## src/rtl/proc_pkg.sv

```systemverilog
`default_nettype none
// ============================================================================
//  proc_pkg
//  Shared definitions for the multicycle processor and its fetch sequencer:
//  opcode encodings, the sequencer state encoding and the data word width.
//  Revision: 1.0
// ============================================================================
package proc_pkg;

    localparam int WORD_W = 16;

    // Opcode field occupies DIN[3:0] of an instruction word.
    localparam logic [3:0] OP_MV  = 4'b0000;
    localparam logic [3:0] OP_MVI = 4'b0001;
    localparam logic [3:0] OP_ADD = 4'b0010;
    localparam logic [3:0] OP_SUB = 4'b0011;
    localparam logic [3:0] OP_AND = 4'b0100;
    localparam logic [3:0] OP_OR  = 4'b0101;
    localparam logic [3:0] OP_SLL = 4'b0110;
    localparam logic [3:0] OP_SRL = 4'b0111;
    localparam logic [3:0] OP_LD  = 4'b1000;

    typedef enum logic [2:0] {
        ST_IDLE   = 3'd0,
        ST_FETCH  = 3'd1,
        ST_LOAD   = 3'd2,
        ST_ISSUE  = 3'd3,
        ST_IMM    = 3'd4,
        ST_EXEC   = 3'd5,
        ST_HALTED = 3'd6,
        ST_FAULT  = 3'd7
    } seq_state_t;

endpackage : proc_pkg
`default_nettype wire

```

## src/rtl/fetch_sequencer.sv

```systemverilog
`default_nettype none
// ============================================================================
//  fetch_sequencer
//  Fetches 16-bit instruction words from a synchronous program memory and
//  issues them to the multicycle processor (DIN + Run). For mvi the
//  immediate word is streamed straight from memory in the second time step.
//  Retirement is signalled by Done; a watchdog faults a stalled instruction.
//
//  Ports:
//    Clock, Resetn      clock (rising edge), asynchronous active-low reset
//    Go                 start / resume / single-step pulse (idle states only)
//    Halt               level; stop at the next instruction boundary
//    MemAddr, MemRd     program memory address and read strobe
//    MemData            program memory read data (valid cycle after MemRd)
//    DIN, Run           word and run enable towards the processor
//    Done               processor end-of-instruction
//    Busy, Fault        status: sequencing active / watchdog expired
//    PC, InstrCount     current instruction address / retired count
//  Revision: 1.0
// ============================================================================
module fetch_sequencer
    import proc_pkg::*;
#(
    parameter int ADDR_W   = 8,
    parameter int RESET_PC = 0,
    parameter int WDOG_MAX = 8
) (
    input  logic              Clock,
    input  logic              Resetn,
    input  logic              Go,
    input  logic              Halt,
    output logic [ADDR_W-1:0] MemAddr,
    output logic              MemRd,
    input  logic [15:0]       MemData,
    output logic [15:0]       DIN,
    output logic              Run,
    input  logic              Done,
    output logic              Busy,
    output logic              Fault,
    output logic [ADDR_W-1:0] PC,
    output logic [15:0]       InstrCount
);

    localparam int WDOG_W = $clog2(WDOG_MAX + 1);
    localparam logic [ADDR_W-1:0] C_RESET_PC  = ADDR_W'(RESET_PC);
    localparam logic [WDOG_W-1:0] C_WDOG_LAST = WDOG_W'(WDOG_MAX - 1);

    seq_state_t          r_state_q,  w_state_d;
    logic [ADDR_W-1:0]   r_pc_q,     w_pc_d;
    logic [WORD_W-1:0]   r_instr_q,  w_instr_d;
    logic [WORD_W-1:0]   r_din_q,    w_din_d;
    logic [WDOG_W-1:0]   r_wdog_q,   w_wdog_d;
    logic [15:0]         r_icount_q, w_icount_d;

    logic                w_is_mvi;
    logic [ADDR_W-1:0]   w_pc_plus1;

    assign w_is_mvi   = (r_instr_q[3:0] == OP_MVI);
    assign w_pc_plus1 = r_pc_q + ADDR_W'(1);

    always_comb begin
        w_state_d  = r_state_q;
        w_pc_d     = r_pc_q;
        w_instr_d  = r_instr_q;
        w_din_d    = r_din_q;
        w_icount_d = r_icount_q;
        w_wdog_d   = '0;            // watchdog only runs while in EXEC

        unique case (r_state_q)
            ST_IDLE: begin
                if (Go) w_state_d = ST_FETCH;
            end
            ST_FETCH: begin
                w_state_d = ST_LOAD;
            end
            ST_LOAD: begin
                w_instr_d = MemData;
                w_din_d   = MemData;
                w_state_d = ST_ISSUE;
            end
            ST_ISSUE: begin
                // The processor latches IR from the held instruction here.
                w_din_d   = r_instr_q;
                w_state_d = w_is_mvi ? ST_IMM : ST_EXEC;
            end
            ST_IMM: begin
                // Keep the immediate on DIN for the rest of the instruction.
                w_din_d   = MemData;
                w_state_d = ST_EXEC;
            end
            ST_EXEC: begin
                // Done takes priority over a simultaneous watchdog expiry.
                if (Done) begin
                    w_pc_d     = w_is_mvi ? (r_pc_q + ADDR_W'(2)) : w_pc_plus1;
                    w_icount_d = r_icount_q + 16'd1;
                    w_state_d  = Halt ? ST_HALTED : ST_FETCH;
                end else if (r_wdog_q == C_WDOG_LAST) begin
                    w_state_d = ST_FAULT;
                end else begin
                    w_wdog_d = r_wdog_q + WDOG_W'(1);
                end
            end
            ST_HALTED, ST_FAULT: begin
                // Halt still high on resume gives a single step, since EXEC
                // returns to HALTED when it retires the instruction.
                if (Go) w_state_d = ST_FETCH;
            end
            default: begin
                w_state_d = ST_IDLE;
            end
        endcase
    end

    always_ff @(posedge Clock or negedge Resetn) begin
        if (!Resetn) begin
            r_state_q  <= ST_IDLE;
            r_pc_q     <= C_RESET_PC;
            r_instr_q  <= '0;
            r_din_q    <= '0;
            r_wdog_q   <= '0;
            r_icount_q <= '0;
        end else begin
            r_state_q  <= w_state_d;
            r_pc_q     <= w_pc_d;
            r_instr_q  <= w_instr_d;
            r_din_q    <= w_din_d;
            r_wdog_q   <= w_wdog_d;
            r_icount_q <= w_icount_d;
        end
    end

    // Outputs decode directly from the state register.
    assign Run        = (r_state_q == ST_ISSUE) || (r_state_q == ST_IMM) ||
                        (r_state_q == ST_EXEC);
    assign MemRd      = (r_state_q == ST_FETCH) ||
                        ((r_state_q == ST_ISSUE) && w_is_mvi);
    assign MemAddr    = ((r_state_q == ST_ISSUE) && w_is_mvi) ? w_pc_plus1 : r_pc_q;
    assign DIN        = (r_state_q == ST_IMM) ? MemData : r_din_q;
    assign Busy       = !((r_state_q == ST_IDLE) || (r_state_q == ST_HALTED) ||
                          (r_state_q == ST_FAULT));
    assign Fault      = (r_state_q == ST_FAULT);
    assign PC         = r_pc_q;
    assign InstrCount = r_icount_q;

endmodule : fetch_sequencer
`default_nettype wire

```

## config.mk

```make
export PLATFORM = sky130hd
export DESIGN_NAME = fetch_sequencer
export DESIGN_NICKNAME = d
export VERILOG_FILES = /design/src/rtl/proc_pkg.sv /design/src/rtl/fetch_sequencer.sv
export SDC_FILE = /design/constraint.sdc
export NUM_CORES = 1
export LEC_CHECK = 0
export ABC_CLOCK_PERIOD_IN_PS = 2200
export CAP_MARGIN = 20
export CORE_MARGIN = 2
export CORE_UTILIZATION = 51
export DETAILED_ROUTE_END_ITERATION = 10
export PLACE_DENSITY = 0.81
export SYNTH_ARGS = -nofsm -noshare
export SYNTH_HDL_FRONTEND = slang
export SYNTH_SLANG_ARGS = --single-unit
```

## constraint.sdc

```tcl
create_clock -name Clock -period 2.2 [get_ports Clock]
set_input_delay 0.22 -clock Clock [delete_from_list [all_inputs] [get_ports Clock]]
set_output_delay 0.22 -clock Clock [all_outputs]
set_load 0.05 [all_outputs]
```

==> flow_summary_export.csv, run 1 <==
group,metric,value,unit
status,outcome,"complete, no violations",
global_routing,antenna_found_initial,0,
synthesis,syn_inst,331,
drt,antenna_left,0,
placed_design,gp_congestion,0.753,
critical_path,slowest_delay,700,ps
global_routing,use_met1,0.279,
synthesis,yosysTopAreaCellShare,0.472,
timing,fmax,460,MHz
synthesis,synth_top_cell_by_area,"dfrtp_1",
synthesis,synth_cell_types,43,
timing,finalMaxSlewViolations,0,
clock_network,worst_skew_pair.late_latency,340,ps
timing,timing.hold.ws,412,ps
synthesis,synth_edf_count,0,
clock_network,cts_buffers,9,
run,drv_cap,0,
global_routing,overflow,0,
clock_network,cts_tree,"yes",
die,core_area,0.00635,mm^2
finish,syn2layout_area_growth,35.1,%
synthesis,yosysMostFrequentCell,"dfrtp_1",
drt,wl_per_cell,15.2,um
global_routing,grtUsageTotal,0.218,
global_routing,grt_pass1_wl,12.6,mm
placed_design,dp_slack,271,ps
critical_path,startpoint_type,"flop",
timing,skew,6.69,ps
drt,wirelength,7.43,mm
synthesis,syn_avg_cell_area,10.1,um^2
critical_path,crit_slowest_cell,"or4b_1",
drt,vias,2736,
synthesis,netlist_area,0.00334,mm^2
timing,grt_setup_unrepaired,"yes",
synthesis,syn-num-nets,356,
die,die_h,84.9,um
timing,finalHoldViolations,0,
finish,final_util,0.710,
drt,firstDrtPassIters,4,
timing,finalWorstPathRequiredPeriod,2170,ps
global_routing,grt_pass1_vias,2676,
clock_network,cts_setup_buffers,0,
critical_path,required,1980,ps
synthesis,ys_seq_elements,63,
finish,antenna_cells,0,
timing,setup_violations,0,
die,die_area,0.00721,mm^2
pwr,power_density,1620,mW/mm^2
global_routing,busiest_layer,"met2",
critical_path,crit_chain,"or4b_1, a21oi_1, buf_12",
pwr,ir_drop,1.47,mV
die,rows,29,
critical_path,ff2ff_setup_slack,340,ps
clock_network,htreeDepth,3,
global_routing,grt_max_degree,40,
clock_network,cts_root_buf,"clkbuf_8",
die,die_x,84.9,um
global_routing,met2_usage,0.368,
finish,nFillCells,451,
critical_path,cp_max_fo,6,
timing,slew_headroom,0.524,
clock_network,clockBufferDepth,2,
critical_path,critPathKind,"reg -> out",
timing,post-route-period-util,0.988,
clock_network,clkTransAtPathRegs,70,ps
placed_design,dp_hpwl,5.10,mm
pwr,p_leak,0.00190,uW
synthesis,yosys-top-cells-area,"dfrtp_1 (47%), mux2_2 (7.4%), xnor2_1 (6.3%)",
placed_design,port_buffers,72,
synthesis,yosys_most_used_dff,"dfrtp_1",
global_routing,grt_use_met3,0.0418,
drt,initialDrtViolationCount,159,
synthesis,synth_warnings,0,
critical_path,endpoint_kind,"primary output",
die,initial_core_util,0.526,
synthesis,synth.cells.most_frequent,"dfrtp_1 (63), nand2_1 (38), nor2_1 (26)",
clock_network,cts_sinks,63,
drt,route.detailed.drc,0,
die,ios,73,
timing,worst_pin_slew,715,ps
finish,drive_gt1_frac,0.243,
critical_path,arrival,1950,ps
timing,layout_setup_ws,26.5,ps
min_path,hp-class,"in -> async",
synthesis,async_reset_ff_frac,1.00,
synthesis,yosysSeqAreaShare,0.472,
finish,nets,431,
drt,viasPerCell,5.61,
[area by class of cell]
cell class / instances / area [um^2] / share of cell area
Multi-Input combinational cell: 245 / 1710 / 0.380
Sequential cell: 63 / 1580 / 0.351
Timing Repair Buffer: 85 / 896 / 0.199
Clock buffer: 10 / 128 / 0.0283
Tap cell: 77 / 96.3 / 0.0214
Clock inverter: 6 / 85.1 / 0.0189
Inverter: 2 / 7.51 / 0.00167
[cell usage in the layout (no fill, tap or decap), types with 2 or more instances in the layout]
cell type | synthesis | final
a21oi_1 | 23 | 23
and3_1 | 4 | 3
buf_12 | 0 | 12
buf_4 | 3 | 28
bufinv_16 | 0 | 2
clkbuf_8 | 0 | 9
clkdlybuf4s50_1 | 0 | 43
clkinv_2 | 0 | 2
clkinvlp_4 | 0 | 2
dfrtp_1 | 63 | 60
dfrtp_2 | 0 | 3
ha_1 | 4 | 4
inv_1 | 2 | 2
mux2_1 | 11 | 11
mux2_2 | 22 | 22
nand2_1 | 38 | 38
nand2b_1 | 3 | 3
nand3_1 | 13 | 13
nand4_1 | 4 | 4
nor2_1 | 26 | 26
nor2b_1 | 5 | 4
nor3_1 | 5 | 5
nor4_2 | 2 | 2
o21ai_0 | 18 | 18
o21ai_1 | 2 | 2
o22ai_1 | 17 | 17
xnor2_1 | 24 | 18
xnor2_2 | 0 | 6
xor2_1 | 4 | 4
xor2_2 | 2 | 2
[metrics by stage]
step / instance area, um^2 / instances / setup TNS [ps] / total power [uW]
final: 4510 / 488 / 0 / 7320
after global routing: 4510 / 488 / -217 / 7720
after CTS: 4490 / 488 / 0 / 7300
after detailed placement: 4260 / 471 / 0 / 6190
after global placement: 4260 / 471 / 0 / 6070
after floorplan: 3380 / 331 / 0 / 4870
[per-layer routing]
| layer | up-vias | share of wire |
|---|---|---|
| met5 | - | 0 |
| met1 | 1335 | 0.44 |
| met3 | 10 | 0.048 |
| met4 | 0 | 0.016 |
| met2 | 76 | 0.50 |
| li1 | 1315 | - |
[kinds of logic (layout without fill, tap and decap cells)]
kind of cell | after synthesis | after routing | share of synthesized area
AOI/OAI and AO/OA | 65 | 65 | 0.111
xor gates and xnor gates | 30 | 30 | 0.0832
adders and majority gates | 4 | 4 | 0.0150
buffers and inverters | 23 | 103 | 0.0322
DFF | 63 | 63 | 0.472
muxes | 34 | 34 | 0.114
and+or+nand+nor | 112 | 112 | 0.171
[final timing paths]
| path | start | end | depth (start not counted) |
|---|---|---|---|
| max reg2reg | r_state_q[1]$_DFFE_PN0P_ | r_din_q[12]$_DFFE_PN0P_ | 5 |
| min reg2reg | r_wdog_q[0]$_DFF_PN0_ | r_wdog_q[0]$_DFF_PN0_ | 1 |
| min in group Clock | r_wdog_q[0]$_DFF_PN0_ | r_wdog_q[0]$_DFF_PN0_ | 1 |
| min | Resetn | InstrCount[6]$_DFFE_PN0P_ | 2 |
| max in group asynchronous | Resetn | r_state_q[2]$_DFFE_PN0P_ | 3 |
| max | r_instr_q[3]$_DFFE_PN0N_ | MemRd | 3 |
[power by group]
part	internal (uW)	total, uW	switching (uW)
registers	1590	1990	398
clock network	634	1100	467
logic	1670	4220	2560
[repair_timing]
item                                    CTS  global route
gates resized for setup                   1             6
cloned                                    0             0
pin swaps                                 0             1
hold buffers                              1             0
endpoints found under the setup margin    6             9
endpoints found under the hold margin    24             0
[critical path: cells and delay by family, from the launching register on]
| family | cells | cell delay (ps) |
|---|---|---|
| compound gates | 1 | 310 |
| simple gates | 1 | 700 |
| buf+inv | 1 | 180 |
| flops | 1 | 420 |
[registers in the layout, summed over array words and instances, names as in the netlist]
| signal | cells |
|---|---|
| PC | 8 |
| r_wdog_q | 4 |
| r_instr_q | 16 |
| r_state_q | 3 |
| r_din_q | 16 |
| InstrCount | 16 |
No activity file was read; power rests on OpenSTA's default activity.
==> inputs of run 2 (changes only) <==
- CORE_MARGIN: 2 -> default
==> flow_summary_export.csv, run 2 (same netlist as run 1, synthesis figures left out) <==
group,metric,value,unit
status,outcome,"complete, no violations",
drt,wl_per_cell,15.6,um
placed_design,placedInstanceArea,0.00427,mm^2
drt,route.detailed.drc,0,
timing,setup_violations,0,
timing,fmax,466,MHz
placed_design,gp_congestion,0.768,
placed_design,port_buffers,72,
critical_path,crit_chain,"nor4b_2, and3_4, nand4_1, xnor2_2, buf_12",
finish,nets,435,
finish,drive_gt1_frac,0.248,
global_routing,overflow,0,
finish,mostFrequentLayoutCells,"dfrtp_1 (62), clkdlybuf4s50_1 (43), nand2_1 (38), buf_4 (29), nor2_1 (26)",
finish,syn2layout_area_growth,36.5,%
finish,nFillCells,436,
critical_path,crit_slowest_cell,"dfrtp_1",
die,initial_core_util,0.526,
timing,timing.hold.ws,464,ps
timing,slew_headroom,0.516,
timing,worst_pin_slew,727,ps
critical_path,cp.depth,5,
critical_path,required,1980,ps
pwr,p_leak,0.00192,uW
drt,wirelength,7.67,mm
timing,skew,9.31,ps
die,die_x,82.9,um
critical_path,crit_family,"simple AND/OR/NAND/NOR gates",
drt,vias,2744,
critical_path,critPathKind,"reg -> out",
die,die_h,82.9,um
timing,finalWorstPathRequiredPeriod,2140,ps
timing,finalMaxSlewViolations,0,
die,die_area,0.00687,mm^2
global_routing,grtUsageTotal,0.231,
clock_network,cts_root_buf,"clkbuf_8",
drt,viasPerCell,5.58,
critical_path,cp_max_fo,8,
critical_path,arrival,1920,ps
placed_design,dp_hpwl,5.24,mm
timing,post-route-period-util,0.975,
clock_network,clkTransAtPathRegs,70,ps
global_routing,grt_pass1_vias,2636,
finish,final_util,0.717,
die,rows,29,
critical_path,r2r_cells,4,
critical_path,startpoint_type,"flop",
placed_design,dp.cells,472,
global_routing,antenna_found_initial,0,
critical_path,endpoint_kind,"primary output",
clock_network,cts_tree,"yes",
die,core_area,0.00635,mm^2
timing,grt_setup_unrepaired,"yes",
pwr,power_density,1610,mW/mm^2
finish,design_area,0.00456,mm^2
clock_network,clockBufferDepth,2,
clock_network,htreeDepth,3,
finish,instances_no_fill,492,
finish,antenna_cells,0,
drt,firstDrtPassIters,4,
clock_network,cts_sinks,63,
global_routing,grt_pass1_wl,12.7,mm
global_routing,grt_max_degree,35,
timing,finalHoldViolations,0,
run,drv_cap,0,
die,ios,73,
critical_path,critPathBufInv,1,
finish,mostFrequentLayoutCell,"dfrtp_1",
critical_path,slowest_delay,410,ps
drt,initialDrtViolationCount,113,
drt,antenna_left,0,
clock_network,cts_buffers,9,
clock_network,worst_skew_pair.late_latency,340,ps
min_path,hp-class,"in -> async",
pwr,ir_drop,1.45,mV
==> run 2: cell count changes in the layout (fill, tap and decap cells not counted), sizes merged <==
| cell | before | now |
|---|---|---|
| buf | 41 | 44 |
| bufinv | 2 | 1 |
| clkbuf | 10 | 12 |
| clkinv | 2 | 1 |
| clkinvlp | 2 | 3 |
==> run 2: worst paths after layout <==
path | start | endpoint | slack (ps)
min | Resetn | InstrCount[7]$_DFFE_PN0P_ | 460
min in group Clock | InstrCount[15]$_DFFE_PN0P_ | InstrCount[15]$_DFFE_PN0P_ | 480
min reg2reg | InstrCount[15]$_DFFE_PN0P_ | InstrCount[15]$_DFFE_PN0P_ | 480
max | r_instr_q[3]$_DFFE_PN0N_ | MemAddr[4] | 60
max in group asynchronous | Resetn | r_instr_q[4]$_DFFE_PN0N_ | 1110
max reg2reg | r_state_q[0]$_DFFE_PN0P_ | InstrCount[11]$_DFFE_PN0P_ | 340
==> run 2: cell type report <==
cell class / count / area (um^2) / area share
Tap cell: 77 / 96.3 / 0.0211
Timing Repair Buffer: 89 / 955 / 0.210
Sequential cell: 63 / 1580 / 0.346
Multi-Input combinational cell: 245 / 1720 / 0.378
Inverter: 2 / 7.51 / 0.00165
Clock buffer: 11 / 141 / 0.0310
Clock inverter: 5 / 57.6 / 0.0126
==> run 2: per-layer routing <==
metal,global-route usage,vias to the layer above,share of wire
met4,0.105,0,0.016
met2,0.361,103,0.49
met1,0.316,1307,0.44
met3,0.0398,13,0.053
li1,-,1321,-
met5,0,-,0
==> run 2: timing repair <==
item | CTS | global route
hold buffers | 1 | 0
gates cloned | 0 | 1
endpoints found under the setup margin | 10 | 24
endpoints found under the hold margin | 29 | 0
pin swaps | 0 | 3
resized for setup | 2 | 7
buffers inserted | 0 | 2
==> run 2: metrics by stage <==
stage	power (uW)	worst slack, ps	TNS [ps]
floorplan	4870	59.9	0
global placement	6070	338	0
detailed placement	6200	272	0
CTS	7240	3.78	0
global route	7750	-72.0	-236
finish	7340	55.2	0
==> run 2: power by group <==
part | switching [uW] | internal (uW)
clock network | 462 | 552
registers | 397 | 1590
logic | 2600 | 1740
total | 3460 | 3880
==> inputs of run 3 (changes only) <==
- CORE_UTILIZATION: 51 -> 45
- PLACE_DENSITY: 0.81 -> 0.73
==> flow_summary_export.csv, run 3 (same netlist as run 1, synthesis figures left out) <==
group,metric,value,unit
critical_path,endpoint_kind,"primary output",
pwr,internal_power,3840,uW
min_path,hp-class,"in -> async",
pwr,power_density,1590,mW/mm^2
pwr,ir_drop,1.02,mV
run,drv_cap,0,
critical_path,required,1980,ps
placed_design,placedInstanceArea,0.00430,mm^2
drt,vias,2681,
global_routing,grtUsageTotal,0.206,
timing,grt_setup_unrepaired,"yes",
die,rows,31,
pwr,pwr-share-comb,0.586,
die,die_x,88.1,um
drt,wl_per_cell,14.4,um
die,core_area,0.00721,mm^2
die,ios,73,
finish,drive_gt1_frac,0.241,
global_routing,antenna_found_initial,0,
drt,route.detailed.drc,0,
finish,multi_input_area,0.00171,mm^2
pwr,p_leak,0.00191,uW
finish,nets,431,
die,die_h,88.1,um
die,die_area,0.00776,mm^2
timing,post-route-period-util,0.965,
finish,instances_no_fill,509,
placed_design,port_buffers,72,
drt,viasPerCell,5.27,
finish,mostFrequentLayoutCells,"dfrtp_1 (61), clkdlybuf4s50_1 (43), nand2_1 (38), buf_4 (27), nor2_1 (26)",
critical_path,arrival,1900,ps
critical_path,r2r_cells,5,
timing,slew_headroom,0.536,
pwr,p_sw_frac,0.467,
timing,worst_pin_slew,697,ps
finish,nFillCells,587,
clock_network,cts_setup_buffers,0,
clock_network,clkTransAtPathRegs,70,ps
clock_network,cts_tree,"yes",
timing,finalWorstPathRequiredPeriod,2120,ps
finish,syn2layout_area_growth,35.7,%
timing,finalSetupTns,0,ps
finish,antenna_cells,0,
placed_design,dp_hpwl,4.97,mm
global_routing,grt_max_degree,64,
finish,mostFrequentLayoutCell,"dfrtp_1",
critical_path,cp_max_fo,6,
drt,initialDrtViolationCount,140,
pwr,pwr-share-seq,0.274,
finish,final_util,0.627,
status,outcome,"complete, no violations",
critical_path,ff2ff_setup_slack,320,ps
timing,setup_violations,0,
timing,skew,4.74,ps
clock_network,cts_sinks,63,
clock_network,cts_root_buf,"clkbuf_8",
clock_network,worst_skew_pair.late_latency,340,ps
timing,timing.hold.ws,438,ps
timing,fmax,471,MHz
placed_design,dp.cells,493,
critical_path,startpoint_type,"flop",
global_routing,grt_pass1_vias,2556,
timing,finalMaxSlewViolations,0,
drt,firstDrtPassIters,4,
finish,design_area,0.00453,mm^2
drt,antenna_left,0,
critical_path,critPathKind,"reg -> out",
clock_network,clockBufferDepth,2,
global_routing,grt_pass1_wl,12.1,mm
placed_design,gp_congestion,0.739,
pwr,p_sw,3370,uW
die,initial_core_util,0.463,
clock_network,cts_buffers,9,
global_routing,overflow,0,
pwr,p_clk_frac,0.140,
finish,seq_area,0.00158,mm^2
timing,finalHoldViolations,0,
clock_network,htreeDepth,3,
drt,wirelength,7.31,mm
run 3: layout make-up:
cell class | instances | area share
Multi-Input combinational cell | 245 | 0.378
Sequential cell | 63 | 0.349
Timing Repair Buffer | 85 | 0.201
Clock buffer | 11 | 0.0334
Tap cell | 99 | 0.0274
Clock inverter | 4 | 0.00995
Inverter | 2 | 0.00166
run 3: routing by layer:
metal,track usage,wire (um),vias to the layer above
li1,-,-,1315
met1,0.266,3320,1261
met2,0.329,3480,93
met3,0.0481,375,12
met4,0.0997,131,0
met5,0,0,-
run 3: path summary, 6_finish.rpt:
| kind | startpoint | endpoint |
|---|---|---|
| worst max-delay path | r_instr_q[3]$_DFFE_PN0N_ | MemRd |
| worst max register to register | r_state_q[0]$_DFFE_PN0P_ | InstrCount[15]$_DFFE_PN0P_ |
| min in group Clock | InstrCount[15]$_DFFE_PN0P_ | InstrCount[15]$_DFFE_PN0P_ |
| worst min register to register | InstrCount[15]$_DFFE_PN0P_ | InstrCount[15]$_DFFE_PN0P_ |
| max in group asynchronous | Resetn | r_state_q[1]$_DFFE_PN0P_ |
| worst min-delay path | Resetn | PC[4]$_DFFE_PN0P_ |
run 3: power groups by stage:
stage | Sequential, uW | Combinational [uW] | Clock, uW
after floorplan | 2120 | 2750 | 0
after global placement | 1950 | 4150 | 0
after detailed placement | 1980 | 4220 | 0
after CTS | 1960 | 4240 | 1030
after global routing | 2030 | 4540 | 1070
final | 1970 | 4220 | 1010
run 3: through the flow:
stage          setup slack, ps  total power [uW]
6_report                  77.2              7200
3_5_place_dp               277              6200
4_1_cts                   18.7              7240
5_1_grt                  -56.9              7650
3_3_place_gp               320              6100
2_1_floorplan             59.9              4870
run 3: worst max-delay path: stages (launching register included):
cell,delay (ps)
dfrtp_1,420
or4b_1,720
a21oi_2,270
buf_12,160
run 3: repair_timing:
item,CTS,global route
cloned,0,0
gates resized for setup,2,4
setup endpoints to repair,8,18
hold buffers,1,0
endpoints found under the hold margin,63,0
